<file path="src/rtl/sdram_tg_timeout.sv">
// rtl/sdram_tg_timeout.sv - loadable down-counter that flags a missing ack
module sdram_tg_timeout #(
  parameter int WIDTH = 11,
  parameter int LOAD  = 1024
) (
  input  logic clk,
  input  logic rst_n,
  input  logic start,
  input  logic clear,
  input  logic tick,
  output logic expired
);

  logic [WIDTH-1:0] cnt;

  always_ff @(posedge clk or negedge rst_n) begin
    if (!rst_n) begin
      cnt <= '0;
    end else if (clear) begin
      cnt <= '0;
    end else if (start) begin
      cnt <= WIDTH'(LOAD);
    end else if (tick && cnt != '0) begin
      cnt <= cnt - 1'b1;
    end
  end

  // Fires during the LOAD-th waiting cycle after the load.
  assign expired = tick && (cnt == WIDTH'(1));

endmodule

</file>
<file path="config.mk">
export PLATFORM = sky130hd
export DESIGN_NAME = sdram_tg_timeout
export DESIGN_NICKNAME = d
export VERILOG_FILES = /design/src/rtl/sdram_tg_timeout.sv
export SDC_FILE = /design/constraint.sdc
export NUM_CORES = 1
export LEC_CHECK = 0
export BUFFER_PORTS_ARGS = -buffer_cell sky130_fd_sc_hd__buf_2
export CAP_MARGIN = 15
export CORE_AREA = 2 2 39 41
export CTS_CLUSTER_SIZE = 24
export DETAILED_ROUTE_END_ITERATION = 8
export DIE_AREA = 0 0 41 43
export PLACE_DENSITY = 0.75
export SKIP_CTS_REPAIR_TIMING = 1
export SYNTH_ARGS = -nofsm -noshare
export SYNTH_HDL_FRONTEND = slang
export SYNTH_SLANG_ARGS = --single-unit
</file>
<file path="constraint.sdc">
create_clock -name clk -period 2.8 [get_ports clk]
set_input_delay 0.14 -clock clk [delete_from_list [all_inputs] [get_ports clk]]
set_output_delay 0.14 -clock clk [all_outputs]
set_load 0.01 [all_outputs]
</file>
==> results of run 1 <==
## kinds of logic after synthesis
logic type | synth area share [%]
simple gates | 28.71
compound gates | 15.39
fa+ha+maj | 3.752
xor+xnor | 7.880
flops | 41.28
buf+inv | 3.002
## metal layers
layer / vias to the layer above / track usage (%)
li1: 275 / -
met1: 263 / 24.58
met3: 5 / 3.141
met2: 16 / 25.62
met5: - / 0
met4: 0 / 10.67
## critical path: cells and delay by family (launching register included)
family                   cells  cell delay, ns
AND/OR/NAND/NOR              2            0.57
flip-flops                   1            0.44
AO/OA/AOI/OAI                1            0.31
adder cells (fa/ha/maj)      1            0.26
XOR/XNOR                     1            0.16
buffers and inverters        1            0.09
## report_power, final
group / internal (mW) / switching, mW / leakage (nW) / total, mW
combinational: 0.0688 / 0.0869 / 0.151 / 0.156
sequential: 0.173 / 0.0203 / 0.150 / 0.193
clock: 0.0552 / 0.0552 / 0.0150 / 0.110
total: 0.296 / 0.162 / 0.316 / 0.459
## final cells by class
class | instances | area, um2
Fill cell | 130 | 648.1
Multi-Input combinational cell | 55 | 371.6
Sequential cell | 11 | 275.3
Timing Repair Buffer | 6 | 35.03
Clock buffer | 4 | 26.28
Tap cell | 16 | 20.02
Inverter | 2 | 7.507
## through the flow
stage | cells | util [%]
2_1_floorplan | 70 | -
3_3_place_gp | 89 | 50.54
3_5_place_dp | 89 | 50.54
4_1_cts | 93 | 52.44
5_1_grt | 94 | 53.16
6_report | 94 | 53.16
## final timing paths
path                          from       to  slack (ns)
min in group asynchronous    rst_n   cnt[6]        0.26
max reg2reg                 cnt[0]   cnt[0]        0.86
min                          clear  cnt[10]        0.03
max                         cnt[0]   cnt[0]        0.86
min reg2reg                cnt[10]  cnt[10]        0.55
max in group asynchronous    rst_n   cnt[0]        2.34
## cell usage after synthesis (2+ instances only)
cell | number | area, um2
a21oi_1 | 4 | 20.02
nand2_1 | 2 | 7.510
nor3_1 | 2 | 10.01
inv_1 | 2 | 7.510
nand4_1 | 2 | 12.51
dfrtp_1 | 11 | 275.3
ha_1 | 2 | 25.02
nor2_1 | 14 | 52.55
nor4_1 | 2 | 12.51
xor2_1 | 4 | 35.03
or3_1 | 2 | 12.51
o2111ai_1 | 2 | 17.52
xnor2_1 | 2 | 17.52
==> metrics, run 1 <==
status=finished clean; TritonCTS Buffers=3; final instance area=roughly 740 um2; RSZ-0062 raised after global routing=false; Slew Viols, Final=0; largest net degree at the start of global routing=12; FF+latch count, synth=11; leak pwr=~0.32 nW; Seq/Total Area, Yosys=41.28%; metal3 WL=about 70 um; Met2 Wirelength=604 um; CP Max Fanout=7; Pre-antenna DRT Iters=4; Post-DP Area=between 600 and 700 um2; Setup TNS Final=0 ns; Min-Delay Path Class=input port to flip-flop; CTS tree=done; Worst Path Arrival=between 2 and 2.5 ns; core area=approximately 1400 um2; Final Total Pwr=about 460 uW; drc violations=0; clock sink count=11; worst vdd ir=~0.29 mV; Routability Congestion=0.8815; CTS root buf=clkbuf_4; All-Layer GR Usage=about 18%; clock skew=between 0.001 and 0.0015 ns; synthesized cell area=666.9 um2; initial antenna violation count=0; Setup crit end kind=flip-flop; DR vias/cell=about 6; uppermost layer routed=met4; Critical Path RT=slightly below 3 ns; vias in the first global route=between 500 and 600; # nets final=86; share of cells above drive strength 1=roughly a fifth; crit-path max cell delay=around 0.52 ns; first-pass GRT wire length=2132 um; crit-path cells=inv_1, ha_1, or3b_2, o31a_1, xnor2_1, nor2_1; drt initial violations=15; kind of critical path=flip-flop to flip-flop; pre-CTS setup slack=between 0.8 and 0.9 ns; CP max stage cell=or3b_2; drt wl/cell=13.84 um; max reg flops=11; final hold vios=0; Mapped Avg Cell Area=approximately 9.5 um2; Primary FF master, synth=dfrtp_1; max frequency=514.6 MHz; Cell Pwr Density=approximately 620 nW/um2; HPWL after DPL=approximately 950 um; commonest non-fill, non-tap cell in the layout=nor2_1; Worst Slack Setup Final=between 0.8 and 0.9 ns; Total Wirelength=approximately 1300 um; Die H=between 40 and 50 um; num rows=14; worst skew pair latency=around 0.27 ns; I/O pin cnt=6; number of H-tree levels=1; hold_ws=0.02625 ns; relative slew slack=approximately 63%; Net Count, Synth=between 70 and 80; Final ANT Viol Nets=0; Async SR Flop Fraction=100.0%; most frequent cells in the layout=nor2_1, dfrtp_1, buf_2, xor2_1, a21oi_1; Biggest register=cnt; final setup fails=0; YS warnings=0; CTS max path bufs=2; vias post-DR=559; r2r worst-path depth=6; WHS Path Cells=2; Max Cap Violations=0; period utilization=between 60% and 70%; Post-Synthesis Cells=70; top flop regs=cnt (11); Synth-to-Final Area Change=10.32%; DIE WIDTH=just over 40 um; met1 WL=approximately 590 um; Tightest Pin Transition=approximately 0.54 ns; Starting Density=48.19%; fin crit period=1.943 ns; Post-synth EDFFs=0; die area=~1800 um2; ANT cells=0; total gr overflow=0; Netlist cell types=32; port bufs=5; CTS clock-pin slew for the worst setup and hold paths=about 0.070 ns; critical path startpoint category=flip-flop
(Power assumes the default switching activity.)
==> inputs of run 2 (changes only) <==
- CORE_AREA: 2 2 39 41 -> default
- CORE_MARGIN: default -> 2
- CORE_UTILIZATION: default -> 50
- DIE_AREA: 0 0 41 43 -> default
- PLACE_DENSITY: 0.75 -> 0.78
- clock period: 2.8 -> 1.6 ns (I/O delays scaled with it)
==> metrics, run 2 (synthesis results as in run 1) <==
RSZ-0062 raised after global routing=true (was false); Tightest Pin Transition=0.3671 ns (was 0.5434 ns); max frequency=579.8 MHz (was 514.6 MHz); Worst Setup EP=cnt[7] (was cnt[0]); Max Cap Violations=0 (unchanged); final hold vios=0 (unchanged); All-Layer GR Usage=24.00% (was 18.05%); Starting Density=52.56% (was 48.19%); CP Max Fanout=4 (was 7); drt initial violations=40 (was 15); final setup fails=6 (was 0); grt met2 use=41.27% (was 25.62%); commonest non-fill, non-tap cell in the layout=buf_4 (was nor2_1); Worst Slack Setup Final=-0.1247 ns (was 0.8569 ns); HPWL after DPL=1168 um (was 948.9 um); die area=1642 um2 (was 1763 um2); crit-path max cell delay=0.44 ns (was 0.52 ns); top flop regs=cnt (11) (unchanged); number of H-tree levels=1 (unchanged); Routability Congestion=0.7476 (was 0.8815); worst vdd ir=0.6221 mV (was 0.2869 mV); pre-CTS setup slack=-0.07965 ns (was 0.8863 ns); share of cells above drive strength 1=47.92% (was 20.51%); crit-path cells=inv_2, ha_4, or3b_4, buf_4, nor2_1, o21ai_0, a21oi_2 (was inv_1, ha_1, or3b_2, o31a_1, xnor2_1, nor2_1); FF-to-FF setup slack=-0.12 ns (was 0.86 ns); num rows=13 (was 14); Final ANT Viol Nets=0 (unchanged); port bufs=5 (unchanged); clock skew=0.01089 ns (was 0.001412 ns); Pre-antenna DRT Iters=4 (unchanged); worst skew pair latency=0.28 ns (was 0.27 ns); Slew Viols, Final=0 (unchanged); Post-DP Area=818.3 um2 (was 699.4 um2); Setup crit end kind=flip-flop (unchanged); total gr overflow=0 (unchanged); initial antenna violation count=0 (unchanged); max reg flops=11 (unchanged); CTS clock-pin slew for the worst setup and hold paths=0.09 ns (was 0.07 ns); CTS max path bufs=2 (unchanged); leak pwr=0.4199 nW (was 0.3159 nW); first-pass GRT wire length=2490 um (was 2132 um); Critical Path RT=1.81 ns (was 2.96 ns); critical path startpoint category=flip-flop (unchanged); fin crit period=1.725 ns (was 1.943 ns); relative slew slack=75.30% (was 63.44%); ANT cells=0 (unchanged); drt wl/cell=18.97 um (was 13.84 um); CP max stage cell=dfrtp_1 (was or3b_2); CTS root buf=clkbuf_4 (unchanged); CTS tree=done (unchanged); period utilization=107.8% (was 69.40%); r2r worst-path depth=7 (was 6); Total Wirelength=2106 um (was 1301 um); GRT busiest layer=met2 (unchanged); Min-Delay Path Class=input port to flip-flop (unchanged); Buf/Inv on CP=2 (was 1); Synth-to-Final Area Change=42.78% (was 10.32%); Biggest register=cnt (unchanged); CP top delay family=simple AND/OR/NAND/NOR gates (unchanged); DR vias/cell=6.315 (was 5.947); I/O pin cnt=6 (unchanged); Worst Setup SP=cnt[1] (was cnt[0]); met3 usage=6.667% (was 3.141%); Worst Path Arrival=1.93 ns (was 2.10 ns); DIE WIDTH=40.52 um (was 41 um); most frequent cells in the layout=buf_4, nor2_1, dfrtp_1, buf_2, xor2_1 (was nor2_1, dfrtp_1, buf_2, xor2_1, a21oi_1); drc violations=0 (unchanged); clock sink count=11 (unchanged); placed insts=102 (was 89); largest net degree at the start of global routing=12 (unchanged); failing checks=setup timing; core area=1269 um2 (was 1384 um2); # nets final=104 (was 86); Layout Cells excl Fill=111 (was 94); vias in the first global route=601 (was 514); Die H=40.52 um (was 43 um); FF-to-FF End=cnt[7] (was cnt[0]); RR Startpoint=cnt[1] (was cnt[0]); Layout fillers=76 (was 130); status=finished, violations left (was finished clean); kind of critical path=flip-flop to flip-flop (unchanged); met1 GRT Util=26.09% (was 24.58%); CP Depth=7 (was 6); Final Total Pwr=993.1 uW (was 458.9 uW); TritonCTS Buffers=3 (unchanged); Cell Pwr Density=1043 nW/um2 (was 623.8 nW/um2); vias post-DR=701 (was 559); final instance area=952.2 um2 (was 735.7 um2)
run 2: changes by cell type in the layout (fill, tap and decap cells not counted), moves of 2 or more:
cell       previous run  this run
o2111ai_2             0         2
inv_1                 2         0
o2111ai_1             2         0
buf_4                 0        16
inv_2                 0         2
run 2: worst reg2reg max path, stage by stage, from the launching register on:
cell and delay (ns):
dfrtp_1 0.44, inv_2 0.11, ha_4 0.13, or3b_4 0.39, buf_4 0.15, nor2_1 0.14, o21ai_0 0.13, a21oi_2 0.16
run 2: layer usage:
layer	vias to the layer above	share of wire, %
met2	53	53
met5	-	0
met3	2	7.6
li1	310	-
met1	336	39
met4	0	0.52
run 2: worst min path at each step:
stage,start,end,slack [ns],depth (start not counted)
floorplan,rst_n,cnt[0],-0.22,0
global placement,rst_n,cnt[10],-0.04,1
detailed placement,rst_n,cnt[5],-0.04,1
CTS,rst_n,cnt[5],-0.34,1
global route,start,cnt[10],0.11,3
finish,start,cnt[10],0.1,3
run 2: area by class of cell:
class	instances	area, um2	share of cell area (%)
timing repair buffer	24	176.4	18.53
multi-input combinational	55	445.4	46.78
inverter	2	7.507	0.7884
clock inverter	1	5.005	0.5256
clock buffer	3	22.52	2.365
sequential	11	276.5	29.04
tap	15	18.77	1.971
run 2: power breakdown:
part           leakage, nW  internal (mW)  switching [mW]
logic                0.254          0.226           0.229
registers            0.148          0.302          0.0347
clock network       0.0177         0.0926           0.109
total                0.420          0.620           0.373
run 2: through the flow:
stage                     utilization [%]  TNS [ns]  hold WS [ns]
after detailed placement            64.50   -0.3200      -0.03634
final                               75.05   -0.4445       0.09587
after floorplan                         -   -0.1263       -0.2156
after CTS                           66.67   -0.5018       -0.3359
after global placement              64.50   -0.1729      -0.03785
after global routing                75.05   -0.8406        0.1101
==> inputs of run 3 (changes only) <==
- REMOVE_ABC_BUFFERS: default -> 1
==> metrics, run 3 (synthesis results as in run 1) <==
status=finished, violations left (unchanged); failing checks=setup timing (unchanged); Starting Density=52.56% (unchanged); Post-DP Area=810.8 um2 (was 818.3 um2); critical path startpoint category=flip-flop (unchanged); I/O pin cnt=6 (unchanged); All-Layer GR Usage=22.29% (was 24.00%); Setup crit end kind=flip-flop (unchanged); fin crit period=1.734 ns (was 1.725 ns); RSZ-0062 raised after global routing=true (unchanged); Slew Viols, Final=0 (unchanged); drt initial violations=12 (was 40); worst vdd ir=0.7159 mV (was 0.6221 mV); Max Cap Violations=0 (unchanged); number of H-tree levels=1 (unchanged); Total Wirelength=1610 um (was 2106 um); Worst Setup SP=cnt[0] (was cnt[1]); final setup fails=5 (was 6); leak pwr=0.4132 nW (was 0.4199 nW); Setup TNS Final=-0.4641 ns (was -0.4445 ns); worst skew pair latency=0.27 ns (was 0.28 ns); max reg flops=11 (unchanged); CTS tree=done (unchanged); DR vias/cell=5.908 (was 6.315); DIE WIDTH=40.52 um (unchanged); CTS max path bufs=2 (unchanged); Routability Congestion=0.8491 (was 0.7476); RR Startpoint=cnt[0] (was cnt[1]); Tightest Pin Transition=0.3249 ns (was 0.3671 ns); CTS clock-pin slew for the worst setup and hold paths=0.08 ns (was 0.09 ns); largest net degree at the start of global routing=12 (unchanged); ANT cells=0 (unchanged); final hold vios=0 (unchanged); first-pass GRT wire length=2270 um (was 2490 um); Critical Path RT=1.76 ns (was 1.81 ns); CTS root buf=clkbuf_4 (unchanged); hold_sp=start (unchanged); pre-CTS setup slack=-0.1290 ns (was -0.07965 ns); relative slew slack=78.14% (was 75.30%); commonest non-fill, non-tap cell in the layout=nor2_1 (was buf_4); period utilization=108.4% (was 107.8%); core area=1269 um2 (unchanged); total gr overflow=0 (unchanged); Layout Utilization=73.37% (was 75.05%); most frequent cells in the layout=nor2_1, buf_4, dfrtp_1, buf_2, xor2_1 (was buf_4, nor2_1, dfrtp_1, buf_2, xor2_1); drc violations=0 (unchanged); Cell Pwr Density=1024 nW/um2 (was 1043 nW/um2); port bufs=5 (unchanged); Biggest register=cnt (unchanged); die area=1642 um2 (unchanged); TritonCTS Buffers=3 (unchanged); hold_ws=0.03192 ns (was 0.09587 ns); CP Max Fanout=4 (unchanged); Worst Path Arrival=1.89 ns (was 1.93 ns); Min-Delay Path Class=input port to flip-flop (unchanged); top flop regs=cnt (11) (unchanged); Pre-antenna DRT Iters=4 (unchanged); Worst Slack Setup Final=-0.1343 ns (was -0.1247 ns); clock skew=0.005854 ns (was 0.01089 ns); vias in the first global route=545 (was 601); kind of critical path=flip-flop to flip-flop (unchanged); Die H=40.52 um (unchanged); max frequency=576.6 MHz (was 579.8 MHz); vias post-DR=644 (was 701); initial antenna violation count=0 (unchanged); # nets final=102 (was 104); share of cells above drive strength 1=43.62% (was 47.92%); Synth-to-Final Area Change=39.59% (was 42.78%); Final ANT Viol Nets=0 (unchanged); num rows=13 (unchanged); final instance area=930.9 um2 (was 952.2 um2); HPWL after DPL=1097 um (was 1168 um); clock sink count=11 (unchanged); drt wl/cell=14.77 um (was 18.97 um)
==> run 3: cell types whose count changed in the layout (fill, tap and decap cells not counted), sizes merged <==
cell and delta:
buf -2
==> run 3: final timing paths <==
path,end,slack [ns],depth (start not counted)
worst max register to register,cnt[0],-0.13,6
min in group asynchronous,cnt[8],0.20,2
worst max-delay path,cnt[0],-0.13,6
worst min-delay path,cnt[10],0.03,3
max in group asynchronous,cnt[3],1.19,2
worst min register to register,cnt[10],0.66,3
==> run 3: layout make-up <==
class | instances | area [um2]
fillers | 94 | 337.8
well taps | 15 | 18.77
inverters | 2 | 7.507
multi-input cells | 55 | 432.9
repair buffers | 22 | 168.9
flip-flops and latches | 11 | 275.3
clock buffers | 3 | 22.52
clock inverters | 1 | 5.005
==> run 3: worst max-delay path, cell delays in order, from the launching register on <==
cell,delay [ns]
dfrtp_1,0.42
inv_1,0.08
ha_2,0.17
or3b_4,0.39
o31a_1,0.35
xnor2_1,0.15
nor2_1,0.05
==> run 3: stage by stage <==
stage | power (mW) | std cells
6_report | 0.9536 | 109
5_1_grt | 1.020 | 109
4_1_cts | 0.8752 | 107
3_5_place_dp | 0.6820 | 103
3_3_place_gp | 0.6704 | 103
2_1_floorplan | 0.5528 | 68
==> run 3: metal layers <==
metal | vias up | global-route usage [%] | wire [um]
met1 | 316 | 26.42 | 726
li1 | 303 | - | -
met2 | 21 | 33.33 | 788
met5 | - | 0 | 0
met4 | 0 | 13.33 | 23
met3 | 4 | 8.889 | 72
==> run 3: power by group <==
part           switching (mW)  leakage, nW  internal [mW]
Sequential             0.0284        0.150          0.302
Combinational           0.214        0.246          0.218
Clock                  0.0989       0.0177         0.0926
